### src/rtl/pi_gpio_led_sw_bridge.sv
// Bridge between the Pi GPIO emulation bus and board switches/LEDs: switches are
// synchronised, debounced and flagged onto mapped gpio_i pins; LEDs latch gpio_o and are PWM-dimmed.
module pi_gpio_led_sw_bridge #(
  parameter int GPIO_W = 28,
  parameter int N_SW = 16,
  parameter int N_LED = 16,
  parameter logic [5*N_SW-1:0] SW_MAP = {5'd27, 5'd26, 5'd25, 5'd24, 5'd23, 5'd22,
                                         5'd11, 5'd10, 5'd9, 5'd8, 5'd7, 5'd6,
                                         5'd5, 5'd4, 5'd3, 5'd2},
  parameter logic [5*N_LED-1:0] LED_MAP = {5'd27, 5'd26, 5'd25, 5'd24, 5'd23, 5'd22,
                                           5'd11, 5'd10, 5'd9, 5'd8, 5'd7, 5'd6,
                                           5'd5, 5'd4, 5'd3, 5'd2},
  parameter int DEBOUNCE_CYCLES = 100000,
  parameter int PWM_BITS = 4
) (
  input  logic                clk_peripheral,
  input  logic                reset,
  input  logic [GPIO_W-1:0]   gpio_o,
  input  logic [GPIO_W-1:0]   gpio_t,
  output logic [GPIO_W-1:0]   gpio_i,
  input  logic [N_SW-1:0]     sw,
  output logic [N_LED-1:0]    led,
  input  logic [PWM_BITS-1:0] brightness,
  input  logic [N_SW-1:0]     sw_clr,
  input  logic                irq_en,
  output logic [N_SW-1:0]     sw_changed,
  output logic                irq
);

  localparam int CNT_W = (DEBOUNCE_CYCLES > 0) ? $clog2(DEBOUNCE_CYCLES + 1) : 1;
  localparam logic [PWM_BITS-1:0] ALL_ONES = '1;

  logic [N_SW-1:0]     sync1_q;
  logic [N_SW-1:0]     sw_s_q;
  logic [N_SW-1:0]     stable_q, stable_d;
  logic [N_SW-1:0]     sw_changed_q, sw_changed_d;
  logic [GPIO_W-1:0]   gpio_i_q, gpio_i_d;
  logic [N_LED-1:0]    led_latch_q, led_latch_d;
  logic [N_LED-1:0]    led_q, led_d;
  logic [PWM_BITS-1:0] pwm_cnt_q, bri_q;
  logic                irq_q;
  logic                on_ph;

  // Switch set driving a given pin; several switches on one pin OR together.
  function automatic logic [N_SW-1:0] sw_sel(input int pin);
    logic [N_SW-1:0] sel;
    sel = '0;
    for (int i = 0; i < N_SW; i++) begin
      if (int'(SW_MAP[5*i +: 5]) == pin) sel[i] = 1'b1;
    end
    return sel;
  endfunction

  always_ff @(posedge clk_peripheral) begin
    if (reset) begin
      sync1_q <= '0;
      sw_s_q  <= '0;
    end else begin
      sync1_q <= sw;
      sw_s_q  <= sync1_q;
    end
  end

  genvar gi;
  generate
    for (gi = 0; gi < N_SW; gi++) begin : g_sw
      localparam int PIN = int'(SW_MAP[5*gi +: 5]);
      if (PIN >= GPIO_W) begin : g_bad_map
        $error("SW_MAP entry %0d selects pin %0d outside the GPIO bus", gi, PIN);
      end

      if (DEBOUNCE_CYCLES == 0) begin : g_bypass
        assign stable_d[gi] = sw_s_q[gi];
      end else begin : g_dbnc
        logic [CNT_W-1:0] cnt_q, cnt_d;
        logic             stable_nxt;

        // Counter tracks how long sw_s has disagreed with the accepted level.
        always_comb begin
          cnt_d      = '0;
          stable_nxt = stable_q[gi];
          if (sw_s_q[gi] != stable_q[gi]) begin
            if (cnt_q == CNT_W'(DEBOUNCE_CYCLES - 1)) stable_nxt = sw_s_q[gi];
            else cnt_d = cnt_q + 1'b1;
          end
        end

        always_ff @(posedge clk_peripheral) begin
          if (reset) cnt_q <= '0;
          else       cnt_q <= cnt_d;
        end

        assign stable_d[gi] = stable_nxt;
      end
    end

    for (gi = 0; gi < GPIO_W; gi++) begin : g_pin
      localparam logic [N_SW-1:0] SEL = sw_sel(gi);
      assign gpio_i_d[gi] = |(stable_q & SEL);
    end

    for (gi = 0; gi < N_LED; gi++) begin : g_led
      localparam int PIN = int'(LED_MAP[5*gi +: 5]);
      if (PIN >= GPIO_W) begin : g_bad_map
        $error("LED_MAP entry %0d selects pin %0d outside the GPIO bus", gi, PIN);
        assign led_latch_d[gi] = led_latch_q[gi];
      end else begin : g_ok
        assign led_latch_d[gi] = gpio_t[PIN] ? gpio_o[PIN] : led_latch_q[gi];
      end
    end
  endgenerate

  // A new toggle outranks a clear arriving in the same cycle.
  assign sw_changed_d = (sw_changed_q & ~sw_clr) | (stable_d ^ stable_q);

  assign on_ph = (bri_q == ALL_ONES) | (pwm_cnt_q < bri_q);
  assign led_d = led_latch_q & {N_LED{on_ph}};

  always_ff @(posedge clk_peripheral) begin
    if (reset) begin
      stable_q     <= '0;
      sw_changed_q <= '0;
      irq_q        <= 1'b0;
      gpio_i_q     <= '0;
      led_latch_q  <= '0;
      led_q        <= '0;
      pwm_cnt_q    <= '0;
      bri_q        <= ALL_ONES;
    end else begin
      stable_q     <= stable_d;
      sw_changed_q <= sw_changed_d;
      irq_q        <= (|sw_changed_q) & irq_en;
      gpio_i_q     <= gpio_i_d;
      led_latch_q  <= led_latch_d;
      led_q        <= led_d;
      pwm_cnt_q    <= pwm_cnt_q + 1'b1;
      // Brightness is only sampled at the period boundary to avoid torn duty cycles.
      if (pwm_cnt_q == ALL_ONES) bri_q <= brightness;
    end
  end

  // Pins not claimed by any LED are legitimately ignored.
  logic unused_pins;
  assign unused_pins = ^{gpio_o, gpio_t};

  assign gpio_i     = gpio_i_q;
  assign led        = led_q;
  assign sw_changed = sw_changed_q;
  assign irq        = irq_q;

endmodule

### config.mk
export PLATFORM = sky130hd
export DESIGN_NAME = pi_gpio_led_sw_bridge
export DESIGN_NICKNAME = d
export VERILOG_FILES = /design/src/rtl/pi_gpio_led_sw_bridge.sv
export SDC_FILE = /design/constraint.sdc
export NUM_CORES = 1
export LEC_CHECK = 0
export ABC_AREA = 1
export BUFFER_PORTS_ARGS = -buffer_cell sky130_fd_sc_hd__buf_2
export CORE_ASPECT_RATIO = 1.5
export CORE_UTILIZATION = 65
export CTS_CLUSTER_SIZE = 16
export DETAILED_ROUTE_END_ITERATION = 10
export HOLD_SLACK_MARGIN = 0.08
export PLACE_DENSITY = 0.86
export RECOVER_POWER = 50
export SLEW_MARGIN = 40
export SYNTH_ARGS = -nofsm -noshare
export SYNTH_HDL_FRONTEND = slang
export SYNTH_SLANG_ARGS = --single-unit
### constraint.sdc
create_clock -name clk_peripheral -period 3.65 [get_ports clk_peripheral]
set_clock_uncertainty 0.15 [all_clocks]
set_input_delay 0.5475 -clock clk_peripheral [delete_from_list [all_inputs] [get_ports clk_peripheral]]
set_output_delay 0.5475 -clock clk_peripheral [all_outputs]
set_load 0.005 [all_outputs]
==> impl_metrics.csv <==
group,metric,value,unit
layout,nets,2960,
run_status,status,"finished with violations",
worst_setup_path,critPathKind,"in -> reg",
placed_design,dp_hpwl,29000,um
timing,grt_setup_unrepaired,"false",
global_routing,antenna_found_initial,1,
timing,setup_slack,0.950,ns
die,rows,75,
synthesis,syn_inst,2668,
synthesis,synth_seq_cells,393,
synthesis,synth_edf_count,0,
worst_setup_path,crit_fanout,71,
synthesis,ys.flop_type,"dfxtp_1",
detailed_routing,drt_iter0_drc,747,
die,io-pin-count,156,
detailed_routing,first_pass_iters,5,
timing,finalCritPeriodShare,74.0,%
layout,drive_gt1_share,8.42,%
global_routing,grtUsageTotal,29.6,%
synthesis,synth_area,0.0185,mm^2
detailed_routing,drc,0,
detailed_routing,ant_nets,0,
placed_design,dp_slack,1.31,ns
synthesis,syn_avg_cell_area,6.95,um^2
die,die_h,209,um
timing,max-slew-margin-rel,-19.0,%
synthesis,synthDistinctLibCells,37,
cts,numCtsBuffers,38,
global_routing,grt_max_degree,72,
power_and_ir_drop,total_power,0.00901,W
run,drv_cap,1,
worst_setup_path,worstPathArrival,2.94,ns
power_and_ir_drop,power.ir.vdd_worst,0.403,mV
layout,mostFrequentLayoutCells,"592 x nand2_1, 579 x nor2_1, 393 x dfxtp_1",
cts,cts_tree,"yes",
global_routing,grt.overflow.total,0,
cts,clk_latency,0.54,ns
cts,cts.sinks,393,
timing,fmax,370,MHz
cts,clk_pin_slew,0.07,ns
worst_setup_path,crit_required,3.89,ns
cts,cts.path.max_buffers,3,
die,dieArea,0.0292,mm^2
detailed_routing,routedWlPerCell,13.2,um
power_and_ir_drop,p_leak,7.83,nW
cts,cts-root-buf,"clkbuf_16",
synthesis,synth-async-reset-ratio,0,%
synthesis,yosysWarnings,0,
timing,setup_viol,0,
die,start_util,66.1,%
detailed_routing,vias,17000,
detailed_routing,postRouteWirelength,42500,um
cts,htree_levels,2,
timing,fin_crit,2.70,ns
die,core,0.0281,mm^2
synthesis,ys_seq_area_share,42.4,%
hold_path,hold_class,"in -> reg",
placed_design,place.gp.congestion,0.905,
global_routing,grt_pass1_vias,17000,
layout,layout_commonest_cell,"nand2_1",
die,die-width,140,um
worst_setup_path,worstSetupStartpointType,"input pin",
run_status,violations,"capacitance limit, slew limit",
placed_design,portBuffers,119,
worst_setup_path,cp-end-kind,"register",
layout,syn2layout_area_growth,13.5,%
global_routing,grt_pass1_wl,72400,um
timing,fin_tns_setup,0,ns
cts,cts_setup_buffers,0,
detailed_routing,viasPerCell,5.27,
timing,hold_violations,0,
timing,worst_slew_pin_slew,1.79,ns
power_and_ir_drop,powerDensity,428,mW/mm^2
timing,maxSlewViolCount,72,
final cells by class:
class | count | area [um^2]
clock buffer | 51 | 1150
inverter | 380 | 1430
antenna | 1 | 2.50
clock inverter | 17 | 270
timing repair buffer | 171 | 1060
tap | 346 | 433
fill | 2116 | 7020
sequential | 393 | 7870
multi-input combinational | 1861 | 8830
power breakdown:
group          internal (W)  total [W]  leakage (nW)  switching [W]
sequential          0.00433    0.00436          3.18      0.0000235
combinational      0.000105   0.000247          3.95       0.000141
clock               0.00272    0.00441         0.706        0.00169
per-layer routing:
layer  vias up  global-route usage (%)  part of all wire, %
met2       444                    57.8                   54
met3       149                    4.42                  4.1
met5         -                       0                    0
met4         0                    15.1                  4.1
met1      7770                    29.8                   38
li1       8608                       -                    -
worst paths after layout:
| kind | from | to | slack [ns] | cells after the start |
|---|---|---|---|---|
| setup / recovery | reset | g_sw[15].g_dbnc.cnt_q[11]$_SDFF_PP0_ | 0.95 | 5 |
| hold reg to reg | sync1_q[7]$_SDFF_PP0_ | sw_s_q[7]$_SDFF_PP0_ | 0.25 | 2 |
| setup reg to reg | g_sw[3].g_dbnc.cnt_q[0]$_SDFF_PP0_ | g_sw[3].g_dbnc.cnt_q[8]$_SDFF_PP0_ | 1.53 | 6 |
| hold / removal | gpio_o[27] | led_latch_q[15]$_SDFFE_PP0P_ | 0.11 | 3 |
state kept, by name, summed over array words and instances, names as in the netlist:
signal and flops:
g_sw.g_dbnc.cnt_q 272, bri_q 4, pwm_cnt_q 4, led 16, sync1_q 16, sw_changed 16
led_latch_q 16, gpio_i 16, stable_q 16, irq 1, sw_s_q 16
what timing repair did:
item | in CTS | in global routing
endpoints found under the hold margin | 43 | 0
resized for setup | 0 | 0
hold buffers | 49 | 0
synthesized netlist by cell type, types with 2 or more instances:
master	n	area [um^2]
or2_0	17	106
nand3b_1	6	45.0
xor2_1	86	753
nor2_2	20	125
buf_2	5	25.0
inv_1	378	1420
o21ai_0	71	355
clkbuf_1	6	22.5
nand2_1	589	2210
nor2_4	17	191
buf_6	18	203
buf_4	12	90.1
a21oi_2	11	96.3
o21ai_4	2	32.5
o21bai_1	3	22.5
nand3_1	150	751
buf_1	3	11.3
nor3_1	17	85.1
a21oi_1	131	656
nor2_1	568	2130
dfxtp_1	393	7870
o31ai_1	12	90.1
nand2_2	10	62.6
nand3_2	12	120
nor3_2	3	30.0
o21ai_2	21	184
nand4_1	53	332
ha_1	20	250
and2_1	2	12.5
xnor2_1	21	184
or2_2	5	31.3
worst max-delay path, stage by stage:
cell and delay (ns):
clkbuf_1 0.12, clkbuf_2 1.31, nor2_1 0.23, nand2_1 0.54
nor2_1 0.13
stage by stage:
step           utilization [%]  instance area (um^2)  hold WS [ns]  cells
4_1_cts                   75.5                 21200        0.0822   3219
6_report                  75.0                 21000         0.106   3220
2_1_floorplan                -                 18600         0.238   2679
5_1_grt                   75.0                 21000         0.102   3220
3_3_place_gp              68.7                 19300         0.239   3102
3_5_place_dp              68.7                 19300         0.242   3102
cells by family after synthesis:
kind of cell / synth area share (%)
flops: 42.4
compound gates: 7.78
simple gates: 33.7
fa+ha+maj: 1.35
xor+xnor: 5.05
other cells: 0.0202
buf+inv: 9.70
Note: power is estimated with default switching activity, not from simulation.
